File: src/rtl/tdm_demux_4ch.sv
// tdm_demux_4ch
// Receive-side TDM demultiplexer. A single serial stream carries four time
// slots of SLOT_W bits per frame, MSB first, with frame_sync marking bit 0 of
// slot 0. Each completed slot is latched into its own channel register and
// announced with a one-cycle ch_valid pulse. Framing violations pulse sync_err
// and either resynchronise in place or fall back to hunting for frame_sync.
module tdm_demux_4ch #(
    parameter int SLOT_W = 4
) (
    input  logic              clk,
    input  logic              rst_n,
    input  logic              din,
    input  logic              din_valid,
    input  logic              frame_sync,
    output logic [SLOT_W-1:0] ch0_data,
    output logic [SLOT_W-1:0] ch1_data,
    output logic [SLOT_W-1:0] ch2_data,
    output logic [SLOT_W-1:0] ch3_data,
    output logic [3:0]        ch_valid,
    output logic              frame_done,
    output logic              sync_err,
    output logic              locked,
    output logic [1:0]        cur_slot
);

    localparam int CNT_W = $clog2(SLOT_W);
    localparam logic [CNT_W-1:0] LAST_BIT = CNT_W'(SLOT_W - 1);
    localparam logic [CNT_W-1:0] CNT_ONE  = CNT_W'(1);
    localparam logic [CNT_W-1:0] CNT_ZERO = CNT_W'(0);

    typedef enum logic {
        ST_HUNT   = 1'b0,
        ST_LOCKED = 1'b1
    } state_t;

    // State and datapath registers
    state_t            r_state;
    logic [SLOT_W-1:0] r_sh;
    logic [CNT_W-1:0]  r_bit_cnt;
    logic [1:0]        r_slot;
    logic [SLOT_W-1:0] r_ch_data [4];
    logic [3:0]        r_ch_valid;
    logic              r_frame_done;
    logic              r_sync_err;
    logic              r_locked;

    // Next-state values from the decode process
    state_t            w_state_nxt;
    logic [SLOT_W-1:0] w_sh_nxt;
    logic [CNT_W-1:0]  w_bit_cnt_nxt;
    logic [1:0]        w_slot_nxt;
    logic [3:0]        w_ch_we;
    logic              w_frame_done_nxt;
    logic              w_sync_err_nxt;

    // Helpers: current bit appended to the shift register, or starting fresh
    logic              w_frame_start;
    logic [SLOT_W-1:0] w_word;
    logic [SLOT_W-1:0] w_first;

    assign w_frame_start = (r_bit_cnt == CNT_ZERO) && (r_slot == 2'd0);
    assign w_word        = {r_sh[SLOT_W-2:0], din};
    assign w_first       = {{(SLOT_W-1){1'b0}}, din};

    // State register: HUNT after reset, otherwise follows the decode process
    always_ff @(posedge clk) begin
        if (!rst_n) begin
            r_state <= ST_HUNT;
        end else begin
            r_state <= w_state_nxt;
        end
    end

    // Framing decode: next state, counters, shift register and strobe requests
    always_comb begin
        w_state_nxt      = r_state;
        w_sh_nxt         = r_sh;
        w_bit_cnt_nxt    = r_bit_cnt;
        w_slot_nxt       = r_slot;
        w_ch_we          = 4'b0000;
        w_frame_done_nxt = 1'b0;
        w_sync_err_nxt   = 1'b0;

        if (din_valid) begin
            case (r_state)
                ST_HUNT: begin
                    if (frame_sync) begin
                        // Marker bit is bit 0 of slot 0
                        w_state_nxt   = ST_LOCKED;
                        w_sh_nxt      = w_first;
                        w_bit_cnt_nxt = CNT_ONE;
                        w_slot_nxt    = 2'd0;
                    end else begin
                        w_state_nxt = ST_HUNT;
                    end
                end
                ST_LOCKED: begin
                    if (w_frame_start) begin
                        if (frame_sync) begin
                            w_sh_nxt      = w_first;
                            w_bit_cnt_nxt = CNT_ONE;
                        end else begin
                            // Missing marker: lose lock and drop this bit
                            w_sync_err_nxt = 1'b1;
                            w_state_nxt    = ST_HUNT;
                            w_sh_nxt       = {SLOT_W{1'b0}};
                            w_bit_cnt_nxt  = CNT_ZERO;
                            w_slot_nxt     = 2'd0;
                        end
                    end else if (frame_sync) begin
                        // Unexpected marker: truncate the slot, restart the frame here
                        w_sync_err_nxt = 1'b1;
                        w_sh_nxt       = w_first;
                        w_bit_cnt_nxt  = CNT_ONE;
                        w_slot_nxt     = 2'd0;
                    end else if (r_bit_cnt == LAST_BIT) begin
                        w_ch_we[r_slot]  = 1'b1;
                        w_frame_done_nxt = (r_slot == 2'd3);
                        w_sh_nxt         = w_word;
                        w_bit_cnt_nxt    = CNT_ZERO;
                        w_slot_nxt       = r_slot + 2'd1;
                    end else begin
                        w_sh_nxt      = w_word;
                        w_bit_cnt_nxt = r_bit_cnt + CNT_ONE;
                    end
                end
                default: begin
                    w_state_nxt   = ST_HUNT;
                    w_sh_nxt      = {SLOT_W{1'b0}};
                    w_bit_cnt_nxt = CNT_ZERO;
                    w_slot_nxt    = 2'd0;
                end
            endcase
        end else begin
            // Idle cycle: hold everything, strobes fall back to 0
            w_state_nxt = r_state;
        end
    end

    // Shift register, position counters, strobes and lock indication
    always_ff @(posedge clk) begin
        if (!rst_n) begin
            r_sh         <= {SLOT_W{1'b0}};
            r_bit_cnt    <= CNT_ZERO;
            r_slot       <= 2'd0;
            r_ch_valid   <= 4'b0000;
            r_frame_done <= 1'b0;
            r_sync_err   <= 1'b0;
            r_locked     <= 1'b0;
        end else begin
            r_sh         <= w_sh_nxt;
            r_bit_cnt    <= w_bit_cnt_nxt;
            r_slot       <= w_slot_nxt;
            r_ch_valid   <= w_ch_we;
            r_frame_done <= w_frame_done_nxt;
            r_sync_err   <= w_sync_err_nxt;
            r_locked     <= (w_state_nxt == ST_LOCKED);
        end
    end

    // Channel registers: load the completed word into the slot's channel
    always_ff @(posedge clk) begin
        if (!rst_n) begin
            for (int k = 0; k < 4; k++) begin
                r_ch_data[k] <= {SLOT_W{1'b0}};
            end
        end else begin
            for (int k = 0; k < 4; k++) begin
                if (w_ch_we[k]) begin
                    r_ch_data[k] <= w_word;
                end else begin
                    r_ch_data[k] <= r_ch_data[k];
                end
            end
        end
    end

    assign ch0_data   = r_ch_data[0];
    assign ch1_data   = r_ch_data[1];
    assign ch2_data   = r_ch_data[2];
    assign ch3_data   = r_ch_data[3];
    assign ch_valid   = r_ch_valid;
    assign frame_done = r_frame_done;
    assign sync_err   = r_sync_err;
    assign locked     = r_locked;
    assign cur_slot   = r_slot;

endmodule

File: config.mk
export PLATFORM = sky130hd
export DESIGN_NAME = tdm_demux_4ch
export DESIGN_NICKNAME = d
export VERILOG_FILES = /design/src/rtl/tdm_demux_4ch.sv
export SDC_FILE = /design/constraint.sdc
export NUM_CORES = 1
export LEC_CHECK = 0
export CORE_MARGIN = 5
export CORE_UTILIZATION = 37
export DETAILED_ROUTE_END_ITERATION = 16
export GPL_TIMING_DRIVEN = 1
export PLACE_DENSITY = 0.63
export REMOVE_ABC_BUFFERS = 1
export SKIP_LAST_GASP = 1
export SLEW_MARGIN = 15
export SYNTH_ARGS = -nofsm -noshare
export SYNTH_HDL_FRONTEND = slang
export SYNTH_SLANG_ARGS = --single-unit
File: constraint.sdc
create_clock -name clk -period 3.29 [get_ports clk]
set_input_delay 0.658 -clock clk [delete_from_list [all_inputs] [get_ports clk]]
set_output_delay 0.658 -clock clk [all_outputs]
set_load 0.1 [all_outputs]
# After elaboration in Yosys (flattened, before gate mapping)

Memories as Yosys holds them, arrays and structs flattened.
Cells that the tools add are included.

Bitwise logic cells: 12
Eq/ne operators: 5
Reduce and logical (&&, ||, !) cells: 8
Add/subtract/negate cells: 2
Mux-type cells: 62
Order comparisons: 2

Operators with widths:

| kind                                                                     | count |
|---|---|
| 4-bit 2-to-1 mux                                                         | 13 |
| 1-bit 2-to-1 mux                                                         | 32 |
| 2-bit 2-to-1 mux                                                         | 9 |
| 3-bit 2-to-1 mux                                                         | 3 |
| 1-bit OR                                                                 | 8 |
| 2-bit case mux with 2 select lines                                       | 2 |
| 3-bit case mux with 2 select lines                                       | 1 |
| 6-bit OR reduction                                                       | 1 |
| 2-bit by 1-bit adder with 2-bit output (second input constant)           | 2 |
| 2-bit equality test (second input constant)                              | 2 |
| 2-bit logical NOT                                                        | 2 |
| 4-bit by 2-bit inequality test with 1-bit output (second input constant) | 1 |
| 1-bit NOT                                                                | 4 |
| 4-bit AND reduction                                                      | 1 |
| 2-bit by 3-bit < comparator with 1-bit output (second input constant)    | 1 |
| 3-bit inequality test (second input constant)                            | 1 |
| 3-bit AND reduction                                                      | 1 |
| 1-bit demux with 2-bit select                                            | 1 |
| 2-bit by 1-bit >= comparator with 1-bit output (second input constant)   | 1 |
| 1-bit logical AND                                                        | 2 |
| 2-bit inequality test (second input constant)                            | 1 |
| 1-bit case mux with 2 select lines                                       | 1 |
| 2-bit AND reduction                                                      | 1 |

Memory bits (writable): 16
Output and inout port bits: 25
Memories: 1
Input bits: 5
Logic and storage cells: 99
Bits in registers: 14

Memories:

| name      | words | bits a word | rd ports | clocked after memory_dff | wr ports | RTL line | text |
|---|---|---|---|---|---|---|---|
| r_ch_data | 4     | 4           | 4        | 0                        | 4        | 41       | `logic [SLOT_W-1:0] r_ch_data [4];` |

# Logic depth before layout (Yosys ltp)

Word-level depth: 14
Gate-level depth with buffers: 6

# Worst setup path after synthesis

OpenSTA, ideal clock, no wires.

Path type: register to register
Start: register r_slot[0], in the netlist cur_slot[0]
End: memory r_ch_data[1][0] (enable)
Required time: 2.955 ns
Stages on the path, launching flop included: 6
Path buffers: 0
Slack: 0.776 ns
Arrival time: 2.179 ns
Library setup time: 0.335 ns
Cell sequence: dfxtp_1 -> inv_1 -> ha_1 -> a21oi_2 -> nand3_4 -> o21ai_1

RTL lines:

| what                   | RTL line | text |
|---|---|---|
| start, declared        | 40       | `logic [1:0] r_slot;` |
| start signal, assigned | 153      | `r_slot <= w_slot_nxt;` |
| end, declared          | 41       |  |

==> flow_metrics.env <==
export IMPL_outcome="completed"
export IMPL_cp_endpoint="r_ch_data[2][3]$_SDFFCE_PN0P_"
export IMPL_max_freq_mhz=470
export IMPL_cts_sinks=30
export IMPL_firstDrtPassIters=4
export IMPL_grt_pass1_vias=833
export IMPL_crit_type="in -> reg"
export IMPL_hp_class="reg -> reg"
export IMPL_start_util_pct=38.0
export IMPL_synth_avg_cell_area_um2=11.3
export IMPL_hold_depth=2
export IMPL_die_y_um=68.5
export IMPL_clk_pin_slew_worst_paths_ns=0.10
export IMPL_yosysUniqueCellTypes=24
export IMPL_crit_chain="clkdlybuf4s50_1, a21oi_2, nand3_4, o21ai_1"
export IMPL_fin_nets=156
export IMPL_die_width_um=68.5
export IMPL_cts_buffers=5
export IMPL_setup_ws_ns=1.16
export IMPL_synth_compound_area_share_pct=8.39
export IMPL_yosys_area_share_simple_pct=18.2
export IMPL_fin_skew_ns=0.00948
export IMPL_regToRegSetupSlack_ns=1.26
export IMPL_netlist_top_cells_count="edfxtp_1 (16), dfxtp_1 (14), and2_1 (13)"
export IMPL_portBuffers=29
export IMPL_cp_required_ns=3.28
export IMPL_detailedPlace_worstSlack_ns=0.833
export IMPL_timing_rr_end="r_ch_data[2][3]$_SDFFCE_PN0P_"
export IMPL_ys_top_cells_by_area="edfxtp_1 (38%), dfxtp_1 (22%), ha_1 (6.9%)"
export IMPL_row_count=21
export IMPL_max_cap_violations=0
export IMPL_timing_final_crit_period_ns=2.13
export IMPL_hold_viol_final=0
export IMPL_leakage_nw=0.638
export IMPL_yosysTopAreaCellShare_pct=37.9
export IMPL_crit_cells=4
export IMPL_grt_pass1_wl_um=3930
export IMPL_end_kind="flip-flop"
export IMPL_tightestPinTransition_ns=0.395
export IMPL_clockBufferDepth=2
export IMPL_synth_edf_count=16
export IMPL_cts_tree="done"
export IMPL_antenna_found_initial=0
export IMPL_routed_wl_um=2460
export IMPL_netlist_area_um2=1270
export IMPL_vias=885
export IMPL_synth_top_family_by_area="simple AND/OR/NAND/NOR gates"
export IMPL_htree_levels=2
export IMPL_ys_warn_count=0
export IMPL_ioPinCount=30
export IMPL_area_delta_synth_final_pct=25.4
export IMPL_dp_hpwl_um=1890
export IMPL_vdd_drop_max_uv=207
export IMPL_rr_startpoint="cur_slot[0]$_SDFFE_PN0P_"
export IMPL_synthFlopType="edfxtp_1"
export IMPL_synth_xor_area_share_pct=0
export IMPL_drive_gt1_share_pct=24.8
export IMPL_dieArea_um2=4700
export IMPL_clock_latency_ns=0.33
export IMPL_relSlewSlack_pct=73.6
export IMPL_tns_ns=0
export IMPL_viasPerCell=4.63
export IMPL_wl_per_cell_um=12.9
export IMPL_ys_ff_latch=30
export IMPL_crit_family="compound AO/OA/AOI/OAI gates"
export IMPL_synth_most_common_cell="edfxtp_1"
export IMPL_core_area_um2=3340
export IMPL_cts_root_buffer="clkbuf_4"
export IMPL_rr_worst_depth=5
export IMPL_startpoint_type="input port"
export IMPL_cp_arrival_ns=2.12
export IMPL_p_per_area_nw_per_um2=467
export IMPL_setup_viol=0
export IMPL_drtIter0Drc=46
export IMPL_async_flop_share_pct=0
export IMPL_cp_max_fo=10
export IMPL_grt_util_all_layers_pct=11.6
export IMPL_diodes=0
export IMPL_synth_mux_area_share_pct=1.58
export IMPL_grt_max_degree=14
export IMPL_post_cts_resized=0
export IMPL_crit_path_start="frame_sync"
export IMPL_yosys_area_top_type="edfxtp_1"
export IMPL_ant_nets=0
export IMPL_cp_slowest_cell="clkdlybuf4s50_1"
export IMPL_postSynthCellCount=112
export IMPL_cts_setup_buffers=0
export IMPL_grt_setup_unrepaired="no"
export IMPL_finalMaxSlewViolations=0
export IMPL_cp_slowest_stage_delay_ns=0.55
export IMPL_drc_errors=0
export IMPL_finalCritPeriodShare_pct=64.6
export IMPL_crit_buf_inv=1
export IMPL_synthAdderAreaFrac_pct=6.91
export IMPL_globalplace_congestion=0.786
export IMPL_ys_seq_area_share_pct=60.0
export IMPL_cts_hold_buf=0
export IMPL_grt_ovfl_total=0
-- cell usage in the layout, fill, tap and decap left out, types with 3 or more instances in the layout --
| cell type | n |
|---|---|
| nand2_1 | 11 |
| dfxtp_1 | 14 |
| clkdlybuf4s50_1 | 4 |
| nand4_1 | 3 |
| inv_1 | 11 |
| nor2_1 | 3 |
| o21ai_1 | 3 |
| nor3_1 | 8 |
| edfxtp_1 | 16 |
| and2_1 | 13 |
| ha_1 | 7 |
| clkbuf_4 | 5 |
| a32oi_1 | 3 |
| buf_4 | 26 |
-- final cells by class --
type                            count  area, um^2
Sequential cell                    30         761
Multi-Input combinational cell     66         444
Clock buffer                        6        41.3
Fill cell                         327        1750
Inverter                           11        41.3
Timing Repair Buffer               30         235
Clock inverter                      2        8.76
Tap cell                           46        57.6
-- logic make-up (layout without fill, tap and decap cells) --
family	after synthesis	count (layout)
compound gates	15	15
fa+ha+maj	7	7
flops	30	30
simple gates	42	42
buf+inv	16	49
mux	2	2
-- layer usage --
layer	share of wire, %	track usage, %	up-vias
li1	-	-	453
met1	43	13.5	401
met2	49	19.0	26
met3	5.8	4.70	5
met4	1.8	4.47	0
met5	0	0	-
-- registers in the layout (all words and copies together) (netlist names) --
name,flops
cur_slot,2
r_ch_data,16
r_sh,3
ch_valid,4
sync_err,1
locked,1
frame_done,1
r_bit_cnt,2
-- how the worst min path moves through the flow --
stage / startpoint / endpoint
finish: r_bit_cnt[0]$_SDFFE_PN0P_ / r_bit_cnt[0]$_SDFFE_PN0P_
global route: cur_slot[1]$_SDFFE_PN0P_ / cur_slot[1]$_SDFFE_PN0P_
floorplan: r_bit_cnt[1]$_SDFFE_PN0P_ / r_bit_cnt[1]$_SDFFE_PN0P_
CTS: r_bit_cnt[0]$_SDFFE_PN0P_ / r_bit_cnt[0]$_SDFFE_PN0P_
global placement: r_bit_cnt[0]$_SDFFE_PN0P_ / r_bit_cnt[0]$_SDFFE_PN0P_
detailed placement: r_bit_cnt[0]$_SDFFE_PN0P_ / r_bit_cnt[0]$_SDFFE_PN0P_
-- metrics by stage --
step | cell area, um^2 | utilization, % | instances | hold slack [ns] | power [mW]
2_1_floorplan | 1250 | - | 107 | 0.480 | 0.517
3_3_place_gp | 1540 | 46.1 | 183 | 0.502 | 0.549
3_5_place_dp | 1540 | 46.1 | 183 | 0.513 | 0.551
4_1_cts | 1590 | 47.6 | 191 | 0.526 | 0.748
5_1_grt | 1590 | 47.6 | 191 | 0.552 | 0.776
6_report | 1590 | 47.6 | 191 | 0.524 | 0.741
-- tightest hold or removal path, delay by kind of cell, from the launching register on --
family | cells | cell delay, ns
AND/OR/NAND/NOR | 1 | 0.06
flip-flops | 1 | 0.34
AO/OA/AOI/OAI | 1 | 0.08
-- power by group --
| part | switching, mW | internal, mW |
|---|---|---|
| logic | 0.103 | 0.0272 |
| clock network | 0.120 | 0.0801 |
| registers | 0.00587 | 0.405 |
Power figures use the tool's default switching activity.
